===== src/rtl/spatz_vrf_writer_pkg.sv =====
// Shared types and geometry for the spatz VRF write-side requesters.
// The vector register file is addressed as vreg * NrWordsPerVreg + word, bank field in the LSBs.
package spatz_vrf_writer_pkg;

  localparam int unsigned VLEN    = 512;
  localparam int unsigned N_IPU   = 2;
  localparam int unsigned ELEN    = 64;
  localparam int unsigned NrVregs = 32;

  localparam int unsigned NrWordsPerVreg = VLEN / (N_IPU * ELEN);
  localparam int unsigned MaxWords       = 8 * NrWordsPerVreg;
  localparam int unsigned NWordsWidth    = $clog2(MaxWords + 1);

  localparam int unsigned VregDataWidth = N_IPU * ELEN;
  localparam int unsigned VregBeWidth   = VregDataWidth / 8;
  localparam int unsigned VregAddrWidth = $clog2(NrVregs * NrWordsPerVreg);

  typedef logic [VregAddrWidth-1:0] vreg_addr_t;
  typedef logic [VregDataWidth-1:0] vreg_data_t;
  typedef logic [VregBeWidth-1:0]   vreg_be_t;

  typedef struct packed {
    logic [4:0]             vd;
    logic [NWordsWidth-1:0] nwords;
  } writer_cmd_t;

  typedef enum logic [1:0] {
    WrIdle,
    WrBusy,
    WrDone
  } writer_state_e;

  // Truncation to the address width is what wraps v31 back to v0.
  function automatic vreg_addr_t word_addr(input logic [4:0] vd,
                                           input logic [NWordsWidth-1:0] cnt);
    return vreg_addr_t'(32'(vd) * NrWordsPerVreg) + vreg_addr_t'(cnt);
  endfunction

endpackage


===== src/rtl/spatz_vrf_writer_fifo.sv =====
// Small power-of-two FIFO buffering result words (data + byte enables) for the writer.
// Interface mirrors common_cells fifo_v3: full/empty flags, head visible on data_o.
module spatz_vrf_writer_fifo #(
  parameter int unsigned Width = 8,
  parameter int unsigned Depth = 2
) (
  input  logic             clk_i,
  input  logic             rst_ni,
  input  logic             push_i,
  input  logic [Width-1:0] data_i,
  input  logic             pop_i,
  output logic [Width-1:0] data_o,
  output logic             full_o,
  output logic             empty_o
);

  localparam int unsigned PtrWidth = $clog2(Depth);
  localparam int unsigned CntWidth = $clog2(Depth + 1);

  logic [Width-1:0]    mem_q [Depth];
  logic [PtrWidth-1:0] wptr_q, rptr_q;
  logic [CntWidth-1:0] cnt_q;
  logic                push_ok, pop_ok;

  assign full_o  = (cnt_q == CntWidth'(Depth));
  assign empty_o = (cnt_q == '0);
  assign push_ok = push_i & ~full_o;
  assign pop_ok  = pop_i & ~empty_o;
  assign data_o  = mem_q[rptr_q];

  // NOTE: non-blocking assignments for all state so every register samples pre-edge values.
  always_ff @(posedge clk_i or negedge rst_ni) begin
    if (!rst_ni) begin
      wptr_q <= '0;
      rptr_q <= '0;
      cnt_q  <= '0;
    end else begin
      if (push_ok) wptr_q <= wptr_q + 1'b1;
      if (pop_ok)  rptr_q <= rptr_q + 1'b1;
      unique case ({push_ok, pop_ok})
        2'b10:   cnt_q <= cnt_q + 1'b1;
        2'b01:   cnt_q <= cnt_q - 1'b1;
        default: cnt_q <= cnt_q;
      endcase
    end
  end

  // NOTE: storage is deliberately not reset; the pointers alone define what is valid.
  always_ff @(posedge clk_i) begin
    if (push_ok) mem_q[wptr_q] <= data_i;
  end

endmodule


===== src/rtl/spatz_vrf_writer.sv =====
// Write-back requester for one spatz_vrf write port: buffers result words and issues
// one VRF write per word, holding each request until the bank arbiter grants it.
module spatz_vrf_writer
  import spatz_vrf_writer_pkg::*;
#(
  parameter int unsigned BufDepth = 2,
  parameter int unsigned IdWidth  = 3
) (
  input  logic                     clk_i,
  input  logic                     rst_ni,
  input  logic                     cmd_valid_i,
  output logic                     cmd_ready_o,
  input  logic [4:0]               cmd_vd_i,
  input  logic [NWordsWidth-1:0]   cmd_nwords_i,
  input  logic [IdWidth-1:0]       cmd_id_i,
  input  logic                     data_valid_i,
  output logic                     data_ready_o,
  input  logic [VregDataWidth-1:0] data_i,
  input  logic [VregBeWidth-1:0]   be_i,
  output logic [VregAddrWidth-1:0] waddr_o,
  output logic [VregDataWidth-1:0] wdata_o,
  output logic                     we_o,
  output logic [VregBeWidth-1:0]   wbe_o,
  input  logic                     wvalid_i,
  output logic                     done_o,
  output logic [IdWidth-1:0]       done_id_o
);

  localparam int unsigned FifoWidth = VregDataWidth + VregBeWidth;

  writer_state_e          state_q;
  writer_cmd_t            cmd_q;
  logic [IdWidth-1:0]     id_q;
  logic [NWordsWidth-1:0] word_cnt_q;

  logic [FifoWidth-1:0] fifo_head;
  logic                 fifo_full, fifo_empty;
  logic                 busy, grant;

  spatz_vrf_writer_fifo #(
    .Width (FifoWidth),
    .Depth (BufDepth)
  ) i_buf (
    .clk_i   (clk_i),
    .rst_ni  (rst_ni),
    .push_i  (data_valid_i),
    .data_i  ({data_i, be_i}),
    .pop_i   (grant),
    .data_o  (fifo_head),
    .full_o  (fifo_full),
    .empty_o (fifo_empty)
  );

  assign busy         = (state_q == WrBusy);
  assign we_o         = busy & ~fifo_empty;
  assign grant        = we_o & wvalid_i;
  assign data_ready_o = ~fifo_full;
  assign cmd_ready_o  = (state_q == WrIdle);
  assign done_o       = (state_q == WrDone);
  assign done_id_o    = done_o ? id_q : '0;

  // Idle ports read as zero so a downstream mux sees a clean bus outside requests.
  assign waddr_o          = busy ? word_addr(cmd_q.vd, word_cnt_q) : '0;
  assign {wdata_o, wbe_o} = we_o ? fifo_head : '0;

  always_ff @(posedge clk_i or negedge rst_ni) begin
    if (!rst_ni) begin
      state_q    <= WrIdle;
      cmd_q      <= '0;
      id_q       <= '0;
      word_cnt_q <= '0;
    end else begin
      unique case (state_q)
        WrIdle: begin
          if (cmd_valid_i) begin
            cmd_q      <= '{vd: cmd_vd_i, nwords: cmd_nwords_i};
            id_q       <= cmd_id_i;
            word_cnt_q <= '0;
            state_q    <= (cmd_nwords_i == '0) ? WrDone : WrBusy;
          end
        end
        WrBusy: begin
          if (grant) begin
            word_cnt_q <= word_cnt_q + 1'b1;
            if (word_cnt_q == cmd_q.nwords - 1'b1) state_q <= WrDone;
          end
        end
        WrDone:  state_q <= WrIdle;
        default: state_q <= WrIdle;
      endcase
    end
  end

endmodule


===== config.mk =====
export PLATFORM = sky130hd
export DESIGN_NAME = spatz_vrf_writer
export DESIGN_NICKNAME = d
export VERILOG_FILES = /design/src/rtl/spatz_vrf_writer_pkg.sv /design/src/rtl/spatz_vrf_writer_fifo.sv /design/src/rtl/spatz_vrf_writer.sv
export SDC_FILE = /design/constraint.sdc
export NUM_CORES = 1
export LEC_CHECK = 0
export ABC_AREA = 1
export BUFFER_PORTS_ARGS = -buffer_cell sky130_fd_sc_hd__buf_2
export CAP_MARGIN = 20
export CORE_ASPECT_RATIO = 0.9
export CORE_UTILIZATION = 58
export DETAILED_ROUTE_END_ITERATION = 8
export GPL_TIMING_DRIVEN = 0
export PLACE_DENSITY = 0.95
export RECOVER_POWER = 50
export SLEW_MARGIN = 20
export SYNTH_ARGS = -nofsm -noshare
export SYNTH_HDL_FRONTEND = slang
export SYNTH_HIERARCHICAL = 1
export SYNTH_SLANG_ARGS = --single-unit

===== constraint.sdc =====
create_clock -name clk_i -period 19.4 [get_ports clk_i]
set_input_delay 1.94 -clock clk_i [delete_from_list [all_inputs] [get_ports clk_i]]
set_output_delay 1.94 -clock clk_i [all_outputs]
set_load 0.01 [all_outputs]

==> metrics.md, run 1 <==
| Metric | Value |
|---|---|
| Worst vdd rail ir drop | 102.2 uV |
| Cell count after placement | 1,912 |
| DRC marker count from the first detailed-route iteration | 1,044 |
| Layout fillers | 1,480 |
| Summed area of non-filler cells in the final layout | 16,300 sq um |
| Number of synthesized register bits | 314 |
| Relative max-transition margin | -1.029 |
| Maximum fanout along the worst path | 80 |
| Post-DRT Antenna Nets | 0 |
| Cell type with the largest total area after synthesis | sky130_fd_sc_hd__edfxtp_1 |
| Initial cell density of the core | 0.5891 |
| Run status | finished with violations |
| Number of I/O port buffers | 320 |
| Cell leakage power | 0.007805 uW |
| Class of the worst hold path | flop to flop |
| Worst-margin pin slew | 3.027 ns |
| Antenna violations before repair | 2 |
| Number of nets produced by synthesis | 1,458 |
| Place WS | 15.63 ns |
| Number of ports placed on the die boundary | 321 |
| Detailed-route wire length per cell | 17.18 um |
| Via total after detailed routing | 10,187 |
| Aggregate routed wire length | 33,850 um |
| Synthesized netlist cell count | 1,287 |
| Data arrival time of the critical path | 5.52 ns |
| Largest cells by area after synthesis | sky130_fd_sc_hd__edfxtp_1 65%, sky130_fd_sc_hd__nand2_1 14%, sky130_fd_sc_hd__inv_1 5.1%, sky130_fd_sc_hd__dfrtp_1 4.9%, sky130_fd_sc_hd__nor2_1 4.8% |
| Number of H-tree levels | 1 |
| First-pass GRT wire length | 52,200 um |
| Fmax | 0.1879 GHz |
| Detailed-route vias per instance | 5.171 |
| Fraction of the yosys area taken by sequential cells | 0.7033 |
| Max_cap viols | 1 |
| Synthesis warning total | 6 |
| Layout-stage area growth over the synthesis result | 23.25% |
| Num CTS Buffers | 31 |
| Routability cong. | 0.8895 |
| Number of standard cells in the final layout excluding fillers | 1,970 |
| Worst Setup Path Type | input port to flop |
| Data required, critical path | 19.59 ns |
| Die area | 23,410 sq um |
| Power per Cell Area | 155.7 nW/um^2 |
| Worst Setup End Kind | flop |
| Fraction of layout cells with a size suffix above 1 | 0.2065 |
| Max Transition Viols Final | 65 |
| Unrepaired setup endpoints after global routing | false |
| First-pass iteration count of the detailed router | 5 |
| Post-synth design cell area | 13,220 sq um |
| Core Rows | 52 |
| Global route overflow | 0 |
| Violated checks | max-capacitance violations, max-slew violations |
| Syn_area_per_cell | 10.27 sq um |
| Post-synthesis cell type count | 25 |
| Final setup slack of the worst path | 14.08 ns |
| Standard cell area after detailed placement | 15,420 sq um |
| Final setup skew | 0.02505 ns |
| Core footprint | 22,450 sq um |
| Fraction of post-synthesis cell area in the top cell type by area | 0.6540 |
| Remaining DRCs | 0 |
| Largest buffer count on any clock path | 3 |
| Die Wd | 161.2 um |
| Setup bufs post-CTS | 0 |
| Number of global-route vias before repair | 10,364 |
| Period minus WS final | 5.321 ns |
| Count of instances resized after the clock tree is built | 0 |
| Post-detail-place hpwl | 23,000 um |
| Final hold vios | 0 |
| Number of buffers inserted for hold repair after clock tree synthesis | 0 |
| Overall global routing resource usage | 0.2894 |
| Number of clock sinks | 314 |
| Final Net Count | 1,819 |
| Setup TNS Final | 0 ns |
| Maximum number of pins on one net before global-route repair | 81 |
| TritonCTS clock tree | built |
| Clk_lat worst skew | 0.55 ns |
| Clk root buf | sky130_fd_sc_hd__clkbuf_16 |
| Share of the clock period used by the worst path | 0.2743 |
| Die outline height | 145.2 um |
| Clock transition at path regs | 0.06 ns |
| Startpoint type of the worst setup path | input port |
| Total setup violations reported at the end of the flow | 0 |
| Utilization of the core after routing | 0.7260 |
synth_stat cells (all sizes together):
| library cell | number |
|---|---|
| inv | 186 |
| nand4 | 3 |
| edfxtp | 288 |
| nand2 | 512 |
| buf | 41 |
| nor2 | 171 |
| dfrtp | 26 |
| nand3 | 13 |
| ha | 7 |
| xor2 | 2 |
| xnor2 | 1 |
| o21ai | 18 |
| fa | 1 |
| a21oi | 7 |
| nand3b | 1 |
| a31oi | 1 |
| clkbuf | 9 |
final timing paths:
check	start	endpoint	slack [ns]	cells past startpoint
min in group asynchronous	rst_ni	word_cnt_q[5]	1.73	1
max in group asynchronous	rst_ni	word_cnt_q[3]	16.79	1
hold / removal	cmd_q[8]	cmd_q[8]	0.49	2
hold reg to reg	cmd_q[8]	cmd_q[8]	0.49	2
setup reg to reg	i_buf/cnt_q[0]	i_buf/mem_q[0][80]	14.92	5
setup / recovery	data_valid_i	i_buf/mem_q[0][80]	14.08	4
state kept, by name, indices dropped and copies added (netlist names):
name          flops
i_buf/rptr_q      1
state_q           2
word_cnt_q        6
i_buf/mem_q     288
cmd_q            11
id_q              3
i_buf/cnt_q       2
i_buf/wptr_q      1
per-layer routing:
| metal | wire, um | vias up | global-route usage |
|---|---|---|---|
| li1 | - | 4746 | - |
| met1 | 12380 | 4789 | 0.3450 |
| met2 | 17310 | 535 | 0.5168 |
| met3 | 2645 | 117 | 0.04974 |
| met4 | 1513 | 0 | 0.1198 |
| met5 | 0 | - | 0 |
where the power goes:
| part | switching, uW | leakage [uW] | total (uW) | internal, uW |
|---|---|---|---|---|
| clock network | 243 | 0.000490 | 587 | 344 |
| registers | 51.6 | 0.00301 | 980 | 928 |
| logic | 658 | 0.00431 | 970 | 312 |
| total | 952 | 0.00780 | 2540 | 1580 |
final cells by class:
| class | instances | area [sq um] | area share |
|---|---|---|---|
| Clock buffer | 36 | 794.5 | 0.04875 |
| Buffer | 50 | 274.0 | 0.01681 |
| Clock inverter | 20 | 197.7 | 0.01213 |
| Sequential cell | 314 | 9299 | 0.5706 |
| Tap cell | 297 | 371.6 | 0.02280 |
| Timing Repair Buffer | 328 | 1723 | 0.1057 |
| Multi-Input combinational cell | 737 | 2933 | 0.1800 |
| Inverter | 186 | 699.4 | 0.04292 |
| Antenna cell | 2 | 5.005 | 0.0003071 |
logic make-up after synthesis:
group | share of synthesized area
AOI/OAI and AO/OA | 0.01022
xor gates and xnor gates | 0.001987
adders and majority gates | 0.008138
buffers and inverters | 0.07381
DFF | 0.7033
and+or+nand+nor | 0.2026
per-stage QoR:
stage	hold slack, ns	power, uW
finish	0.4913	2537
global route	0.5075	2682
CTS	0.4911	2545
detailed placement	0.4721	1942
global placement	0.4539	1904
floorplan	0.4417	1587
worst max-delay path: stages:
cell and delay (ns):
sky130_fd_sc_hd__buf_2 0.10, sky130_fd_sc_hd__nand3_1 0.12, sky130_fd_sc_hd__clkinvlp_2 2.27, sky130_fd_sc_hd__buf_16 0.96
placed cells by master, fill, tap and decap left out, drive strengths merged, types with 2 or more instances in the layout:
cell type	instances
diode	2
dfrtp	26
xor2	2
clkbuf	121
o21ai	18
nand4	3
ha	7
inv	187
buf	293
bufinv	4
nand2	512
nand3	13
nor2	171
clkinv	14
edfxtp	288
a21oi	7
(Power assumes the default switching activity.)
==> run 2, diff against run 1 <==
--- a/config.mk
+++ b/config.mk
@@ -9,10 +9,10 @@
 export BUFFER_PORTS_ARGS = -buffer_cell sky130_fd_sc_hd__buf_2
 export CAP_MARGIN = 20
 export CORE_ASPECT_RATIO = 0.9
-export CORE_UTILIZATION = 58
+export CORE_UTILIZATION = 48
 export DETAILED_ROUTE_END_ITERATION = 8
 export GPL_TIMING_DRIVEN = 0
-export PLACE_DENSITY = 0.95
+export PLACE_DENSITY = 0.88
 export RECOVER_POWER = 50
 export SLEW_MARGIN = 20
 export SYNTH_ARGS = -nofsm -noshare
==> constraint.sdc (replaced) <==
create_clock -name clk_i -period 4.78 [get_ports clk_i]
set_input_delay 0.478 -clock clk_i [delete_from_list [all_inputs] [get_ports clk_i]]
set_output_delay 0.478 -clock clk_i [all_outputs]
set_load 0.01 [all_outputs]
==> run 2 against run 1 <==
  * Clock skew shrank 0.016 ns
  * Largest cell class unchanged
  * First-iteration DRC count shrank 29%
  * Combinational power grew to 3.9 times the previous value
  * Via count shrank 3.4%
  * Sequential power grew to 4.0 times the previous value
  * Hold slack lost 0.33 ns
  * Global-route usage shrank 7.0 points
  * Flip-flop and latch count is the same
  * Utilization shrank 12 points
  * Routed wire length shrank 7.9%
  * The run still ends with max-capacitance violations, max-slew violations left
  * Largest power group unchanged
  * Worst setup slack lost 13 ns
  * Clock-buffer cell count grew 8
==> metrics.md, run 2 (synthesis gave the netlist of run 1 again) <==
| Metric | Value |
|---|---|
| Unrepaired setup endpoints after global routing | false |
| Run status | finished with violations |
| Max reg flops | 288 |
| Fmax | 0.3009 GHz |
| Number of global-route vias before repair | 9,618 |
| Worst Setup End Kind | primary output |
| Clk_lat worst skew | 0.49 ns |
| Worst-margin pin slew | 1.572 ns |
| Post-detail-place hpwl | 21,840 um |
| Setup bufs post-CTS | 0 |
| Number of H-tree levels | 2 |
| Remaining DRCs | 0 |
| Startpoint type of the worst setup path | flop |
| First-pass GRT wire length | 48,360 um |
| Layout fillers | 2,157 |
| Maximum fanout along the worst path | 10 |
| Die outline height | 159.5 um |
| Logic depth of the worst register-to-register path | 5 |
| Source of the critical timing path | i_buf/cnt_q[0] |
| Commonest cells after routing, fill and taps aside | 511 x sky130_fd_sc_hd__nand2_1, 288 x sky130_fd_sc_hd__edfxtp_1, 272 x sky130_fd_sc_hd__buf_2, 180 x sky130_fd_sc_hd__inv_1, 171 x sky130_fd_sc_hd__nor2_1 |
| Slowest CP cell | sky130_fd_sc_hd__clkbuf_1 |
| Worst Setup Path Type | flop to primary output |
| Hold wc startpoint | data_i[87] |
| Worst-path cell chain | inv_1 -> nand2_1 -> inv_1 -> nand3b_1 -> clkbuf_1 -> buf_2 -> buf_4 -> nor2_1 -> buf_2 |
| Number of I/O port buffers | 320 |
| Via total after detailed routing | 9,841 |
| DRC marker count from the first detailed-route iteration | 737 |
| Number of ports placed on the die boundary | 321 |
| Layout-stage area growth over the synthesis result | 24.38% |
| Share of the clock period used by the worst path | 0.6952 |
| Max Transition Viols Final | 37 |
| Final setup skew | 0.008822 ns |
| Class of the worst hold path | input port to flop |
| Clk root buf | sky130_fd_sc_hd__clkbuf_16 |
| Core footprint | 27,030 sq um |
| Reg2reg start | i_buf/cnt_q[1] |
| Worst vdd rail ir drop | 353.0 uV |
| TritonCTS clock tree | built |
| Overall global routing resource usage | 0.2190 |
| Aggregate routed wire length | 31,170 um |
| Routability cong. | 0.8511 |
| Hold Path Stages | 1 |
| Data required, critical path | 4.30 ns |
| Clock transition at path regs | 0.06 ns |
| Maximum number of pins on one net before global-route repair | 95 |
| Detailed-route vias per instance | 4.845 |
| Core Rows | 57 |
| Leading cell type in the layout, fill and taps excluded | sky130_fd_sc_hd__nand2_1 |
| Num CTS Buffers | 34 |
| Power per Cell Area | 627.8 nW/um^2 |
| CP max stage delay | 0.64 ns |
| Number of clock sinks | 314 |
| Largest registers ranked by flip-flop count | i_buf/mem_q: 288 flops, cmd_q: 11 flops, word_cnt_q: 6 flops |
| Final hold vios | 0 |
| Die Wd | 177.0 um |
| Relative max-transition margin | -0.05205 |
| Violated checks | max-capacitance violations, max-slew violations |
| Standard cell area after detailed placement | 15,450 sq um |
| Detailed-route wire length per cell | 15.35 um |
| Die area | 28,220 sq um |
| Count of instances resized after the clock tree is built | 0 |
| Final Net Count | 1,822 |
| Fraction of layout cells with a size suffix above 1 | 0.2101 |
| Summed area of non-filler cells in the final layout | 16,450 sq um |
| Cell leakage power | 0.007860 uW |
| Initial cell density of the core | 0.4892 |
| Data arrival time of the critical path | 2.84 ns |
| Post-DRT Antenna Nets | 0 |
| Global route overflow | 0 |
| Number of buffers inserted for hold repair after clock tree synthesis | 1 |
| Top reg by flops | i_buf/mem_q |
| Utilization of the core after routing | 0.6084 |
| Largest buffer count on any clock path | 3 |
| Period minus WS final | 3.323 ns |
| First-pass iteration count of the detailed router | 5 |
| Max_cap viols | 2 |
| Antenna violations before repair | 2 |
| Total setup violations reported at the end of the flow | 0 |
## run 2: cell types whose count changed in the layout (fill, tap and decap cells not counted), sizes merged
| cell | delta |
|---|---|
| bufinv | -1 |
| clkinv | -3 |
| inv | +1 |
| clkbuf | +7 |
| dlygate4sd3 | +1 |
| clkinvlp | -1 |
## run 2: area by class of cell
cell class | count | area [sq um] | share of cell area
Clock buffer | 44 | 949.7 | 0.05774
Inverter | 186 | 705.7 | 0.04291
Clock inverter | 16 | 158.9 | 0.009662
Sequential cell | 314 | 9299 | 0.5654
Buffer | 50 | 267.8 | 0.01628
Tap cell | 354 | 442.9 | 0.02693
Timing Repair Buffer | 328 | 1690 | 0.1028
Multi-Input combinational cell | 737 | 2927 | 0.1780
Antenna cell | 2 | 5.005 | 0.0003043
## run 2: where the power goes
part           total [uW]  switching, uW  internal (uW)
combinational        3800           2570           1240
clock                2580           1010           1570
sequential           3940            194           3750
## run 2: critical path: cells and delay by family (launching register included)
kind	cells	cell delay [ns]
buf+inv	6	1.62
simple gates	3	0.28
flops	1	0.43
## run 2: per-layer routing
layer | up-vias | routed length (um) | track usage
li1 | 4754 | - | -
met3 | 93 | 2304 | 0.04943
met5 | - | 0 | 0
met2 | 427 | 15470 | 0.3716
met1 | 4567 | 12140 | 0.2653
met4 | 0 | 1249 | 0.09914
## run 2: worst paths after layout
| check | end | slack [ns] |
|---|---|---|
| worst min-delay path | i_buf/mem_q[0][103] | 0.17 |
| worst max-delay path | wdata_o[76] | 1.46 |
| max in group asynchronous | i_buf/cnt_q[0] | 2.99 |
| worst max register to register | i_buf/mem_q[1][128] | 2.12 |
| min in group asynchronous | id_q[1] | 0.90 |
| worst min register to register | i_buf/wptr_q | 0.49 |
## run 2: metrics by stage
stage	setup slack (ns)	total power (uW)	std cells	hold slack, ns	setup TNS, ns
after floorplan	0.8677	6396	1287	0.1824	0
after global placement	-0.6992	7677	1961	0.4544	-98.98
after detailed placement	2.453	7834	1968	0.4728	0
after CTS	1.918	10440	2029	0.1423	0
after global routing	1.215	10980	2031	0.1416	0
final	1.457	10320	2031	0.1654	0
